File: src/rtl/pe_pkg.sv
// Shared constants, FSM encoding and the index-to-vector reference mapping for
// the 12-wide priority decoder and its matching encoder.
package pe_pkg;

   localparam int WIDTH   = 12;
   localparam int IDX_W   = 4;
   localparam int IDX_MAX = 12;

   typedef enum logic [1:0] {
      IDLE,
      PAR,
      SER
   } dec_state_t;

   // Returns {err, vec}. Index 12 aliases bit 11, matching the encoder's output coding.
   function automatic logic [WIDTH:0] dec_vec(input logic [IDX_W-1:0] idx, input logic therm);
      logic [WIDTH-1:0] onehot;
      logic [IDX_W-1:0] sel;
      onehot = '0;
      sel    = '0;
      if (int'(idx) > IDX_MAX) begin
         return {1'b1, {WIDTH{1'b0}}};
      end
      sel = (int'(idx) == IDX_MAX) ? IDX_W'(WIDTH - 1) : idx;
      onehot[sel] = 1'b1;
      return {1'b0, therm ? ((onehot << 1) - WIDTH'(1)) : onehot};
   endfunction

endpackage

File: src/rtl/unary_ser_12.sv
// Holds the decoded vector and serialises it LSB-first as a 12-cycle
// temporal-unary stream while en_i is high.
module unary_ser_12
   import pe_pkg::*;
(
   input  logic             clk,
   input  logic             rst_n,
   input  logic             load_i,
   input  logic [WIDTH-1:0] vec_i,
   input  logic             en_i,
   output logic [WIDTH-1:0] vec_o,
   output logic             ser_bit_o,
   output logic             ser_last_o
);

   localparam logic [3:0] CNT_LAST = 4'(WIDTH - 1);

   logic [WIDTH-1:0] vec_q;
   logic [3:0]       cnt_q, cnt_d;

   always_comb begin
      // NOTE: every combinational output gets a default first, so no path leaves it unassigned and infers a latch.
      cnt_d = cnt_q;
      if (load_i) begin
         cnt_d = '0;
      end else if (en_i) begin
         cnt_d = (cnt_q == CNT_LAST) ? 4'd0 : cnt_q + 4'd1;
      end
   end

   always_ff @(posedge clk) begin
      // NOTE: state is updated with non-blocking assignments so all registers see pre-edge values.
      if (!rst_n) begin
         vec_q <= '0;
         cnt_q <= '0;
      end else begin
         if (load_i) vec_q <= vec_i;
         cnt_q <= cnt_d;
      end
   end

   assign vec_o      = vec_q;
   assign ser_bit_o  = en_i & vec_q[cnt_q];
   assign ser_last_o = en_i & (cnt_q == CNT_LAST);

endmodule

File: src/rtl/priority_dec_12.sv
// 4-bit index to 12-bit one-hot/thermometer decoder with a valid/ready input,
// a held parallel output and a 12-cycle serial output.
module priority_dec_12
   import pe_pkg::*;
(
   input  logic             clk,
   input  logic             rst_n,
   input  logic             in_valid,
   output logic             in_ready,
   input  logic [IDX_W-1:0] in_idx,
   input  logic             in_therm,
   input  logic             in_ser,
   output logic             out_valid,
   input  logic             out_ready,
   output logic [WIDTH-1:0] out_vec,
   output logic             out_err,
   output logic             ser_bit,
   output logic             ser_valid,
   output logic             ser_last
);

   dec_state_t     state_q, state_d;
   logic           err_q;
   logic           xfer;
   logic           ready_st;
   logic [WIDTH:0] dec;
   dec_state_t     next_mode;

   assign dec       = dec_vec(in_idx, in_therm);
   assign xfer      = in_valid & in_ready;
   assign next_mode = in_ser ? SER : PAR;

   always_ff @(posedge clk) begin
      if (!rst_n) begin
         state_q <= IDLE;
         err_q   <= 1'b0;
      end else begin
         state_q <= state_d;
         if (xfer) err_q <= dec[WIDTH];
      end
   end

   always_comb begin
      state_d = state_q;
      unique case (state_q)
         IDLE:    if (xfer) state_d = next_mode;
         PAR:     if (out_ready) state_d = xfer ? next_mode : IDLE;
         SER:     if (ser_last) state_d = xfer ? next_mode : IDLE;
         default: state_d = IDLE;
      endcase
   end

   always_comb begin
      ready_st  = 1'b0;
      out_valid = 1'b0;
      ser_valid = 1'b0;
      unique case (state_q)
         IDLE:    ready_st = 1'b1;
         PAR: begin
            ready_st  = out_ready;
            out_valid = 1'b1;
         end
         SER: begin
            ready_st  = ser_last;
            ser_valid = 1'b1;
         end
         default: ready_st = 1'b0;
      endcase
   end

   // Held low while reset is asserted so nothing is accepted mid-reset.
   assign in_ready = rst_n & ready_st;
   assign out_err  = err_q;

   unary_ser_12 u_ser (
      .clk        (clk),
      .rst_n      (rst_n),
      .load_i     (xfer),
      .vec_i      (dec[WIDTH-1:0]),
      .en_i       (ser_valid),
      .vec_o      (out_vec),
      .ser_bit_o  (ser_bit),
      .ser_last_o (ser_last)
   );

endmodule

File: config.mk
export PLATFORM = sky130hd
export DESIGN_NAME = priority_dec_12
export DESIGN_NICKNAME = d
export VERILOG_FILES = /design/src/rtl/pe_pkg.sv /design/src/rtl/unary_ser_12.sv /design/src/rtl/priority_dec_12.sv
export SDC_FILE = /design/constraint.sdc
export NUM_CORES = 1
export LEC_CHECK = 0
export CORE_MARGIN = 2
export CORE_UTILIZATION = 35
export DETAILED_ROUTE_END_ITERATION = 10
export PLACE_DENSITY_LB_ADDON = 0.08
export SLEW_MARGIN = 20
export SYNTH_ARGS = -nofsm -noshare
export SYNTH_HDL_FRONTEND = slang
export SYNTH_SLANG_ARGS = --single-unit
File: constraint.sdc
create_clock -name clk -period 5.8 [get_ports clk]
set_clock_uncertainty 0.2 [all_clocks]
set_input_delay 1.16 -clock clk [delete_from_list [all_inputs] [get_ports clk]]
set_output_delay 1.16 -clock clk [all_outputs]
set_load 0.005 [all_outputs]
==> results_dict.tcl, run 1 <==
set metrics [dict create \
    pin_count 28 \
    cp_slowest_stage_delay_ns 0.49 \
    hold_buffers 0 \
    path_cells "clkdlybuf4s50_1 -> a21oi_1 -> a21oi_2 -> and2_1 -> clkdlybuf4s50_1" \
    synth_edf_count 0 \
    n_fill_cell 344 \
    hold_viol 0 \
    syn_inst 152 \
    ys_ff_latch 19 \
    antennaDiodeCount 0 \
    slew_headroom_pct 58.9 \
    cts_buffers 3 \
    grt_pass1_vias 1070 \
    wire_per_inst_um 12.6 \
    syn_avg_cell_area_um2 8.30 \
    synth_area_leader_cell "dfxtp_1" \
    drtPass1Iterations 4 \
    ant_nets 0 \
    maxCapViolations 0 \
    synth.area.top_cells "dfxtp_1 (30%), ha_1 (6.0%), nand2_1 (5.7%)" \
    layout-drive-gt1-share_pct 5.71 \
    cp.arrival_ns 2.66 \
    synth_area_um2 1260 \
    synth_sequential_area_ratio_pct 30.2 \
    vias 1155 \
    viasPerCell 5.23 \
    ctsHtreeMaxLevel 1 \
    startpoint_type "primary input" \
    worst_pin_slew_ns 0.615 \
    peakVddDrop_v 0.0000890 \
    crit_top_cell "clkdlybuf4s50_1" \
    yosysWarnings 0 \
    max_clock_freq_mhz 249 \
    finalSetupViolations 0 \
    total_power_uw 306 \
    post-place-cells 217 \
    area_growth_pct 24.7 \
    drcViolationCount 0 \
    place_hpwl_mm 2.17 \
    drt_iter0_drc 51 \
    clk_pin_slew_ns 0.10 \
    root_buffer "clkbuf_4" \
    overflow 0 \
    hold_path_class "register to register" \
    p_per_area_nw_per_um2 195 \
    clk_latency_ns 0.30 \
    timing.setup.tns_ns 0 \
    cts_tree "yes" \
    crit_path_top_delay_cell "clkdlybuf4s50_1" \
    p_leak_uw 0.000614 \
    portBuffers 27 \
    die_w_um 64.0 \
    required_ns 4.44 \
    yosys.cell_types.count 48 \
    drv_slew 0 \
    status "completed" \
    antenna_found_initial 0 \
    grt_max_degree 17 \
    post-route-min-period_ns 4.02 \
    clock_path_buffers 2 \
    rsz0062_at_grt "false" \
    nets 192 \
    die-area_um2 4100 \
    cts-resized-gates 0 \
    synth_top_area_share_pct 30.2 \
    synth_flop_cell "dfxtp_1" \
    seq_area_um2 380 \
    postCtsSetupBuffers 0 \
    async_flop_share_pct 0 \
    core-area_um2 3390 \
    final_cells 221 \
    worstSetupPathType "primary input to output port" \
    gp_congestion 0.770 \
    num_rows 21 \
    clock_sinks 19 \
    fin_area_um2 1570 \
    grt_util_all_layers_pct 15.3 \
    start_util_pct 37.2 \
    crit_path_max_fanout 6 \
    post-route-period-util_pct 69.3 \
    end_kind "output port" \
    multi_input_comb_area_um2 803 \
    syn_nets 168 \
    dieHeight_um 64.0 \
    placed_area_um2 1550 \
    drt-total-wl_mm 2.78 \
    synth_top_cells_by_count "dfxtp_1 (19), nand2_1 (19), nor2_1 (10)" \
    grt_pass1_wl_mm 5.03 \
]
per-layer routing:
| metal | routed length [µm] | track usage [%] | part of all wire [%] | vias up |
|---|---|---|---|---|
| met2 | 1180 | 22.7 | 42 | 25 |
| met5 | 0 | 0 | 0 | - |
| li1 | - | - | - | 597 |
| met1 | 1470 | 23.0 | 53 | 531 |
| met3 | 111 | 2.11 | 4.0 | 2 |
| met4 | 23 | 4.08 | 0.83 | 0 |
where the power goes:
group / leakage [µW] / total (µW) / switching [µW] / internal, µW
sequential: 0.000155 / 149 / 8.57 / 140
combinational: 0.000441 / 90.0 / 42.8 / 47.2
clock: 0.0000177 / 67.4 / 41.8 / 25.6
total: 0.000614 / 306 / 93.2 / 213
worst max-delay path, delay by kind of cell:
family | cells | cell delay, ns
AO/OA/AOI/OAI | 2 | 0.34
buffers and inverters | 2 | 0.98
AND/OR/NAND/NOR | 1 | 0.17
state kept, by name, summed over array words and instances, names as in the netlist:
register and count:
u_ser.vec_o 12, state_q 2, out_err 1, u_ser.cnt_q 4
final cells by class:
class	instances	area share (%)
clock buffers	3	1.43
clock inverters	1	0.318
inverters	9	2.15
multi-input cells	116	51.1
flip-flops and latches	19	24.2
well taps	46	3.66
repair buffers	27	17.2
path summary, 6_finish.rpt:
kind | startpoint | end | slack [ns] | depth (start not counted)
worst max-delay path | out_ready | in_ready | 1.78 | 5
worst min-delay path | u_ser.vec_o[0] | u_ser.vec_o[0] | 0.27 | 2
worst max register to register | state_q[0] | u_ser.cnt_q[2] | 3.64 | 7
worst min register to register | u_ser.vec_o[0] | u_ser.vec_o[0] | 0.27 | 2
cell usage in the layout, fill, tap and decap left out, types with 3 or more instances in the layout:
| cell | instances |
|---|---|
| o21ai_1 | 7 |
| nor3_1 | 4 |
| ha_1 | 6 |
| clkdlybuf4s50_1 | 27 |
| clkbuf_4 | 3 |
| o21ai_0 | 8 |
| nor2b_1 | 6 |
| dfxtp_1 | 19 |
| inv_1 | 8 |
| a21oi_1 | 6 |
| nor2_1 | 10 |
| and2_1 | 6 |
| nand2_1 | 19 |
through the flow:
stage               util, %  hold slack [ns]  worst slack [ns]
floorplan                 -            0.252              2.85
global placement       45.6            0.255              1.79
detailed placement     45.6            0.258              1.80
CTS                    46.4            0.273              1.79
global route           46.4            0.295              1.69
finish                 46.4            0.270              1.78
kinds of logic after synthesis:
group,Yosys count,share of synthesized area (%)
compound gates,44,24.7
xor+xnor,2,1.39
fa+ha+maj,6,5.95
buf+inv,17,6.15
flops,19,30.2
mux,5,6.35
simple gates,59,25.3
Note: power is estimated with default switching activity, not from simulation.
==> run 2: changes to the inputs <==
- clock period: 5.8 -> 4.08 ns (I/O delays scaled with it)
==> results_dict.tcl, run 2 (synthesized netlist as in run 1, its figures left out) <==
set metrics [dict create \
    ctsHtreeMaxLevel 1 \
    r2r-start "state_q[0]" \
    num_rows 21 \
    worst_pin_slew_ns 0.651 \
    nets 193 \
    cts_buffers 3 \
    hold_viol 0 \
    max_clock_freq_mhz 300 \
    place_hpwl_mm 2.25 \
    cts-resized-gates 0 \
    grt_max_degree 17 \
    post-route-min-period_ns 3.34 \
    viasPerCell 5.37 \
    overflow 0 \
    layout_setup_ws_ns 0.743 \
    hold_path_class "register to register" \
    cts_tree "yes" \
    grt_pass1_wl_mm 5.17 \
    start_util_pct 37.2 \
    die-area_um2 4100 \
    ant_nets 0 \
    startpoint_type "primary input" \
    wire_per_inst_um 13.2 \
    rsz0062_at_grt "false" \
    drcViolationCount 0 \
    status "completed" \
    worstSetupPathType "primary input to output port" \
    pin_count 28 \
    clock_path_buffers 2 \
    min_from "u_ser.vec_o[2]" \
    reg2reg_to "u_ser.cnt_q[3]" \
    gp_congestion 0.781 \
    postCtsSetupBuffers 0 \
    portBuffers 27 \
    final_common_cell "clkdlybuf4s50_1" \
    slew_headroom_pct 56.5 \
    die_w_um 64.0 \
    whs_endpoint "u_ser.vec_o[2]" \
    vias 1192 \
    finalSetupViolations 0 \
    required_ns 3.06 \
    clock_sinks 19 \
    crit_path_max_fanout 6 \
    antennaDiodeCount 0 \
    drt-total-wl_mm 2.93 \
    maxCapViolations 0 \
    dieHeight_um 64.0 \
    p_leak_uw 0.000616 \
    r2r_setup_slack_ns 1.85 \
    cp.arrival_ns 2.32 \
    drtPass1Iterations 4 \
    hold_buffers 0 \
    end_kind "output port" \
    layout-drive-gt1-share_pct 5.68 \
    min_path_cells 2 \
    area_growth_pct 25.2 \
    drv_slew 0 \
    place_ws_ns 0.620 \
    timing.setup.tns_ns 0 \
    layout_common_cells "clkdlybuf4s50_1 (27), nand2_1 (19), dfxtp_1 (19)" \
    clk_latency_ns 0.30 \
    p_per_area_nw_per_um2 278 \
    core-area_um2 3390 \
    peakVddDrop_v 0.000115 \
    root_buffer "clkbuf_4" \
    clk_pin_slew_ns 0.11 \
    post-route-period-util_pct 81.8 \
    largest_reg_flops 12 \
    grt_util_all_layers_pct 16.0 \
    drt_iter0_drc 42 \
    fin_util_pct 46.6 \
    antenna_found_initial 0 \
    reg2regPathDepth 7 \
    grt_pass1_vias 1057 \
    n_fill_cell 348 \
]
## run 2: cell type report
cell class | count | area (µm²) | area share, %
multi-input cells | 116 | 803 | 50.9
flip-flops and latches | 19 | 380 | 24.1
well taps | 46 | 57.6 | 3.65
clock buffers | 4 | 26.3 | 1.66
repair buffers | 28 | 278 | 17.6
inverters | 9 | 33.8 | 2.14
## run 2: metrics by stage
stage | total power [µW] | instances | hold slack [ns] | area [µm²]
2_1_floorplan | 292 | 152 | 0.252 | 1260
3_3_place_gp | 345 | 218 | 0.254 | 1550
3_5_place_dp | 347 | 218 | 0.253 | 1550
4_1_cts | 446 | 222 | 0.270 | 1580
5_1_grt | 474 | 222 | 0.304 | 1580
6_report | 439 | 222 | 0.264 | 1580
## run 2: worst max-delay path, stage by stage
cell and delay [ns]:
clkdlybuf4s50_1 0.49, a21oi_1 0.09, a21oi_2 0.26, and2_1 0.17, clkdlybuf4s50_1 0.50
## run 2: per-layer routing
metal | up-vias | part of all wire (%) | GRT usage [%]
met4 | 0 | 1.1 | 4.89
met1 | 548 | 50 | 23.3
li1 | 597 | - | -
met3 | 4 | 4.0 | 2.64
met5 | - | 0 | 0
met2 | 43 | 44 | 23.8
## run 2: worst max-delay path by stage
stage	slack [ns]	start	to	cells past startpoint
finish	0.74	out_ready	in_ready	5
CTS	0.74	out_ready	in_ready	5
floorplan	1.56	in_idx[1]	u_ser.vec_o[11]	7
global placement	0.75	out_ready	in_ready	5
global route	0.64	state_q[0]	in_ready	6
detailed placement	0.62	in_idx[1]	u_ser.vec_o[11]	8
## run 2: report_power, final
part           internal, µW  switching [µW]
sequential              199            12.1
clock                  38.1            58.6
combinational          67.7            62.8
